$ cat src/rtl/abuf_load_sched.sv
// abuf_load_sched: sequencer for the DDR-to-accum/bias buffer loader.
// One instruction at a time: conf, burst request, beat count, drain, done.
module abuf_load_sched #(
  parameter int PE_NUM     = 32,
  parameter int DDR_ADDR_W = 32,
  parameter int LEN_W      = 12,
  parameter int TAIL_SHIFT = 1,
  parameter int BIAS_SHIFT = 2,
  parameter int DRAIN_CYC  = 2
) (
  input  logic                  clk,
  input  logic                  rst,
  input  logic                  ins_valid,
  output logic                  ins_ready,
  input  logic [1:0]            ins_type,
  input  logic [7:0]            ins_num,
  input  logic [PE_NUM-1:0]     ins_mask,
  input  logic [DDR_ADDR_W-1:0] ins_addr,
  output logic                  ddr_req_valid,
  input  logic                  ddr_req_ready,
  output logic [DDR_ADDR_W-1:0] ddr_req_addr,
  output logic [LEN_W-1:0]      ddr_req_len,
  input  logic                  ddr_valid,
  output logic                  ddr_ready,
  output logic                  ld_start,
  output logic [1:0]            ld_trans_type,
  output logic [7:0]            ld_trans_num,
  output logic [PE_NUM-1:0]     ld_mask,
  output logic                  busy,
  output logic                  done
);

  localparam int DW = (DRAIN_CYC > 1) ? $clog2(DRAIN_CYC) : 1;

  typedef enum logic [2:0] {
    S_IDLE,
    S_CONF,
    S_REQ,
    S_STREAM,
    S_DRAIN,
    S_DONE
  } state_t;

  state_t                r_state;
  state_t                w_next;
  logic [1:0]            r_type;
  logic [7:0]            r_num;
  logic [PE_NUM-1:0]     r_mask;
  logic [DDR_ADDR_W-1:0] r_addr;
  logic [LEN_W-1:0]      r_len;
  logic [LEN_W-1:0]      r_cnt;
  logic [DW-1:0]         r_drain;
  logic [LEN_W-1:0]      w_beats;
  logic                  w_accept;
  logic                  w_beat;
  logic                  w_last;
  logic                  w_drain_end;

  assign w_accept    = (r_state == S_IDLE) && ins_valid;
  assign w_beat      = (r_state == S_STREAM) && ddr_valid;
  assign w_last      = w_beat && (r_cnt == LEN_W'(1));
  assign w_drain_end = (r_drain == DW'(DRAIN_CYC - 1));

  assign ld_trans_type = r_type;
  assign ld_trans_num  = r_num;
  assign ld_mask       = r_mask;
  assign ddr_req_addr  = r_addr;
  assign ddr_req_len   = r_len;

  // Burst length in beats from transfer type and entry count
  always_comb begin
    w_beats = LEN_W'(ins_num);
    unique case (ins_type)
      2'b01: w_beats = LEN_W'(ins_num) << TAIL_SHIFT;
      2'b10,
      2'b11: w_beats = (LEN_W'(ins_num)
                       + LEN_W'(2**BIAS_SHIFT - 1))
                       >> BIAS_SHIFT;
      default: ;
    endcase
  end

  // State register
  always_ff @(posedge clk or posedge rst) begin
    if (rst) r_state <= S_IDLE;
    else     r_state <= w_next;
  end

  // Next state and handshake outputs
  always_comb begin
    w_next        = r_state;
    ins_ready     = 1'b0;
    ld_start      = 1'b0;
    ddr_req_valid = 1'b0;
    ddr_ready     = 1'b0;
    done          = 1'b0;
    busy          = 1'b1;
    unique case (r_state)
      S_IDLE: begin
        ins_ready = 1'b1;
        busy      = 1'b0;
        if (ins_valid)
          w_next = (ins_num == 8'd0) ? S_DONE : S_CONF;
      end
      S_CONF: begin
        ld_start = 1'b1;
        w_next   = S_REQ;
      end
      S_REQ: begin
        ddr_req_valid = 1'b1;
        if (ddr_req_ready) w_next = S_STREAM;
      end
      S_STREAM: begin
        ddr_ready = 1'b1;
        if (w_last) w_next = S_DRAIN;
      end
      S_DRAIN: begin
        if (w_drain_end) w_next = S_DONE;
      end
      S_DONE: begin
        done   = 1'b1;
        w_next = S_IDLE;
      end
      default: w_next = S_IDLE;
    endcase
  end

  // Instruction latch; conf stays stable until next acceptance
  always_ff @(posedge clk or posedge rst) begin
    if (rst) begin
      r_type <= '0;
      r_num  <= '0;
      r_mask <= '0;
      r_addr <= '0;
      r_len  <= '0;
    end else if (w_accept) begin
      r_type <= ins_type;
      r_num  <= ins_num;
      r_mask <= ins_mask;
      r_addr <= ins_addr;
      r_len  <= w_beats;
    end
  end

  // Remaining beat counter, loaded on request handshake
  always_ff @(posedge clk or posedge rst) begin
    if (rst)
      r_cnt <= '0;
    else if (r_state == S_REQ && ddr_req_ready)
      r_cnt <= r_len;
    else if (w_beat)
      r_cnt <= r_cnt - LEN_W'(1);
  end

  // Drain cycle counter covering the loader write latency
  always_ff @(posedge clk or posedge rst) begin
    if (rst)
      r_drain <= '0;
    else if (r_state != S_DRAIN)
      r_drain <= '0;
    else
      r_drain <= r_drain + DW'(1);
  end

endmodule

$ cat config.mk
export PLATFORM = sky130hd
export DESIGN_NAME = abuf_load_sched
export DESIGN_NICKNAME = d
export VERILOG_FILES = /design/src/rtl/abuf_load_sched.sv
export SDC_FILE = /design/constraint.sdc
export NUM_CORES = 1
export LEC_CHECK = 0
export CAP_MARGIN = 40
export CORE_UTILIZATION = 35
export DETAILED_ROUTE_END_ITERATION = 12
export MAX_ROUTING_LAYER = met4
export PLACE_DENSITY_LB_ADDON = 0.05
export SYNTH_ARGS = -nofsm -noshare
export SYNTH_HDL_FRONTEND = slang
export SYNTH_SLANG_ARGS = --single-unit
$ cat constraint.sdc
create_clock -name clk -period 4.9 [get_ports clk]
set_clock_uncertainty 0.15 [all_clocks]
set_input_delay 0.98 -clock clk [delete_from_list [all_inputs] [get_ports clk]]
set_output_delay 0.98 -clock clk [all_outputs]
set_load 0.005 [all_outputs]
==> results <==
- The startpoint of the worst-slack reg-to-reg timing path is r_state[0].
- The congestion estimate from routability-driven global placement came to 0.8161.
- The path with the worst hold slack has its endpoint at ddr_req_addr[23].
- The y dimension of the die is approximately 110 um.
- The internal portion of the total power is 2.506 mW.
- In the routed design, unresolved DRC markers number 0.
- After clock tree synthesis, the flow added hold-fix buffers numbering 0.
- The relative contribution of the clock network to total power is 0.191.
- The number of setup buffers added after CTS is 0.
- The count of nets left with antenna violations after detail routing is 0.
- The initial antenna violation count came to 0.
- The worst endpoint data arrival time is 1890 ps.
- The normalized max-slew margin is 0.5521.
- The count of endpoints failing hold in the final timing report is 0.
- The worst min-delay path startpoint is ddr_req_addr[23].
- The initial cell density of the core is 0.3596.
- The root buffer cell chosen for the clock tree is sky130_fd_sc_hd__clkbuf_16.
- Summing all multi-input logic gate instances after layout gives approximately 0.0017 mm2.
- Based on the critical path, the design can be clocked at up to around 0.33 GHz.
- In the final layout, flip-flops and latches occupy 0.002477 mm2.
- The critical path capture point type is a primary output.
- The longest clock path from root to sink contains 2 buffers.
- The level count of the clock H-tree is 3.
- After detailed routing, the total wire length is between 10000 and 15000 um.
- The worst hold path was traced through 2 stages.
- The number of clock buffers added by TritonCTS is 9.
- The cell count of the worst reg-to-reg path is 6.
- Buffers placed on the I/O ports in this run total 167.
- In this run the worst hold path is classified as reg2reg.
- The first-pass GRT wire length is about 19000 um.
- The clock reaches the later pin of the worst-skew pair after 350 ps.
- The delay of the slowest cell on the worst path is 590 ps.
- The number of DRC violations after detailed-routing iteration 0 is 309.
- The total leakage power is 3.017 nW.
- The clock edge transition at the registers on the reported setup and hold paths is 60 ps.
- The sequential cell fraction of total power is 0.391.
- The critical path goes through nor3b_1, clkdlybuf4s50_1.
- The flow ran to the end, and the final reports show no timing, DRC or antenna violations.
- The estimated wirelength of the detail-placed design is between 7000 and 8000 um.
- The total number of vias is 3762.
- TritonCTS built the clock tree.
- The final-layout fill cell count is between 1000 and 1500.
- The share of final-layout standard cells stronger than drive strength 1 is 0.04791.
- The count of flip-flops with a built-in enable after synthesis is 0.
- The floorplan has 40 rows.
- Setup slack on the worst reg-to-reg path comes out at 2390 ps.
- The number of primary I/O pins is 171.
- In this run the power spent charging and discharging nets is roughly 1.2 mW.
- The area added between synthesis and finish is 48.90%.
- The power density over the cells is 580.7 mW/mm2.
- Setup repair after global routing left no endpoint under its margin.
- The shortest clock period the worst path allows after layout is 3024 ps.
- The TritonCTS sink count is between 90 and 100.
- The antenna diode count is 0.
- For this run, the register share of the synthesized area comes to 0.5736.
- The synthesized area per cell is 8.833 um2.
- In this run, distinct cell masters in the synthesized netlist total 48.
- The required arrival time at the worst endpoint is 3770 ps.
- The highest ir drop seen on vdd is 298.4 uV.
- The mean number of vias per cell is 4.738.
- Of the total power, the share spent switching nets is 0.3290.
- Entering global routing, the biggest net connects 74 pins.
- The overall power consumption is 3.734 mW.
- In the final routed layout, each cell accounts on average for between 10 and 15 um.
- The number of pins exceeding their max-slew limit in the final report is 0.
- Counting flops with an async set or reset pin after synthesis yields a share of 1.000.
- Synthesis handed over a netlist of 489 instances.
- The flip-flop cell with the highest count after synthesis is sky130_fd_sc_hd__dfrtp_1.
- The first TritonRoute pass finished after 4 iterations.
- The synthesis warning total is 0.
- Of the total power, combinational logic draws 0.418.
- After clock tree synthesis, the repair step resized 0 gates.
- On the critical path, the stage with the largest delay is an instance of sky130_fd_sc_hd__clkdlybuf4s50_1.
- The total area inside the core boundary comes to 0.01201 mm2.
- The setup-violating endpoint count in the final report is 0.
- The slew at the pin with the worst max-slew slack is 671.9 ps.
- The number of synthesized register bits is 99.
- Global routing finished with a remaining overflow of 0.
- The post-route clock period utilization is 0.6172.
- The via count of the first global-routing pass was 3778.
- In the global route stage, overall resource usage came out at 0.1949.
- The die area is 0.01279 mm2.
- After synthesis the cells add up to 0.004319 mm2.
- The capture instance of the worst register-to-register path is ddr_req_addr[12].
- The number of maximum-capacitance violations is 0.
- After the last flow step, the layout net total stands at 723.
- The setup path with the least slack is of type reg2out.
- Of all nets on the critical path, the largest fanout is 12.
- The width of the chip is 113.1 um.
- The type of origin of the critical path is a register.
- The post-route setup TNS is 0 ps.
==> cells by family (layout without fill, tap and decap cells) <==
group	after synthesis	after routing	synth area share
mux	7	7	0.01651
fa+ha+maj	2	2	0.005793
flops	99	99	0.5736
buf+inv	38	194	0.03824
other cells	1	3	0.0008682
compound gates	47	47	0.07243
xor+xnor	7	7	0.01419
simple gates	288	288	0.2784
==> registers in the layout (all words and copies together), names as in the netlist <==
name           count
ld_mask           32
r_drain            1
ld_trans_type      2
r_state            3
ddr_req_len        9
r_cnt             12
ddr_req_addr      32
ld_trans_num       8
==> worst max-delay path by stage <==
stage | slack, ps | endpoint | cells past startpoint | from
after floorplan | 1180 | ddr_req_addr[0] | 1 | rst
after global placement | 1820 | ddr_req_len[0] | 4 | ins_valid
after detailed placement | 1840 | ddr_req_addr[12] | 5 | ins_valid
after CTS | 1880 | ddr_req_valid | 2 | r_state[1]
after global routing | 1810 | ins_ready | 3 | r_state[2]
final | 1880 | ddr_req_valid | 2 | r_state[1]
==> worst max-delay path: cells and delay by family (launching register included) <==
kind | cells | cell delay (ps)
buffers and inverters | 1 | 590
DFF | 1 | 550
and+or+nand+nor | 1 | 410
==> synth_stat cells, drive strengths merged (2+ instances only) <==
library cell | instances | share of area
nand2 | 239 | 0.21
dfrtp | 99 | 0.57
clkbuf | 21 | 0.018
nor2 | 14 | 0.012
o21ai | 14 | 0.016
buf | 12 | 0.016
a21oi | 10 | 0.012
mux2i | 6 | 0.014
nor3 | 6 | 0.0070
inv | 5 | 0.0043
nand3 | 5 | 0.0058
or3 | 5 | 0.0078
xor2 | 5 | 0.010
a211oi | 4 | 0.0070
nand3b | 3 | 0.0061
nor2b | 3 | 0.0043
o211ai | 3 | 0.0052
a221o | 2 | 0.0046
and3b | 2 | 0.0041
ha | 2 | 0.0058
nor3b | 2 | 0.0035
nor4 | 2 | 0.0064
o311ai | 2 | 0.0041
o31a | 2 | 0.0043
o31ai | 2 | 0.0035
xnor2 | 2 | 0.0041
==> metrics by stage <==
| step | hold WS, ps | worst slack, ps | cells | instance area [um2] | util |
|---|---|---|---|---|---|
| floorplan | 319.7 | 1180 | 491 | 4327 | - |
| global placement | 307.1 | 1818 | 776 | 6080 | 0.5061 |
| detailed placement | 311.9 | 1845 | 778 | 6135 | 0.5107 |
| CTS | 329.1 | 1875 | 794 | 6431 | 0.5354 |
| global route | 354.6 | 1809 | 794 | 6431 | 0.5354 |
| finish | 324.2 | 1876 | 794 | 6431 | 0.5354 |
==> power groups by stage <==
| stage | registers [mW] | clock network (mW) | logic (mW) |
|---|---|---|---|
| 6_report | 1.46 | 0.714 | 1.56 |
| 5_1_grt | 1.51 | 0.772 | 1.75 |
| 4_1_cts | 1.46 | 0.738 | 1.59 |
| 3_5_place_dp | 1.46 | 0 | 1.59 |
| 3_3_place_gp | 1.46 | 0 | 1.54 |
| 2_1_floorplan | 1.44 | 0 | 0.660 |
==> routing by layer <==
| metal | part of all wire | track usage | wire, um |
|---|---|---|---|
| met5 | 0 | - | 0 |
| met4 | 0.0086 | 0.04474 | 97 |
| met3 | 0.075 | 0.06909 | 846 |
| met1 | 0.44 | 0.2384 | 4912 |
| met2 | 0.48 | 0.3096 | 5422 |
==> cell usage in the layout, fill, tap and decap left out, drive strengths merged, types with 3 or more instances in the layout <==
master / Yosys / routed
clkbuf: 21 / 12
nor3: 6 / 6
conb: 1 / 3
buf: 12 / 6
clkdlybuf4s50: 0 / 167
nor2: 14 / 14
a21oi: 10 / 10
o211ai: 3 / 3
nand2: 239 / 239
dfrtp: 99 / 99
nand3: 5 / 5
nor2b: 3 / 3
a211oi: 4 / 4
mux2i: 6 / 6
xor2: 5 / 5
o21ai: 14 / 14
nand3b: 3 / 3
or3: 5 / 5
inv: 5 / 5
==> cell type report <==
class,instances,share of cell area
sequential,99,0.3852
clock buffer,12,0.03833
tap,147,0.02860
inverter,5,0.003307
clock inverter,4,0.007782
timing repair buffer,173,0.2732
multi-input combinational,354,0.2636
No activity file was read; power rests on OpenSTA's default activity.
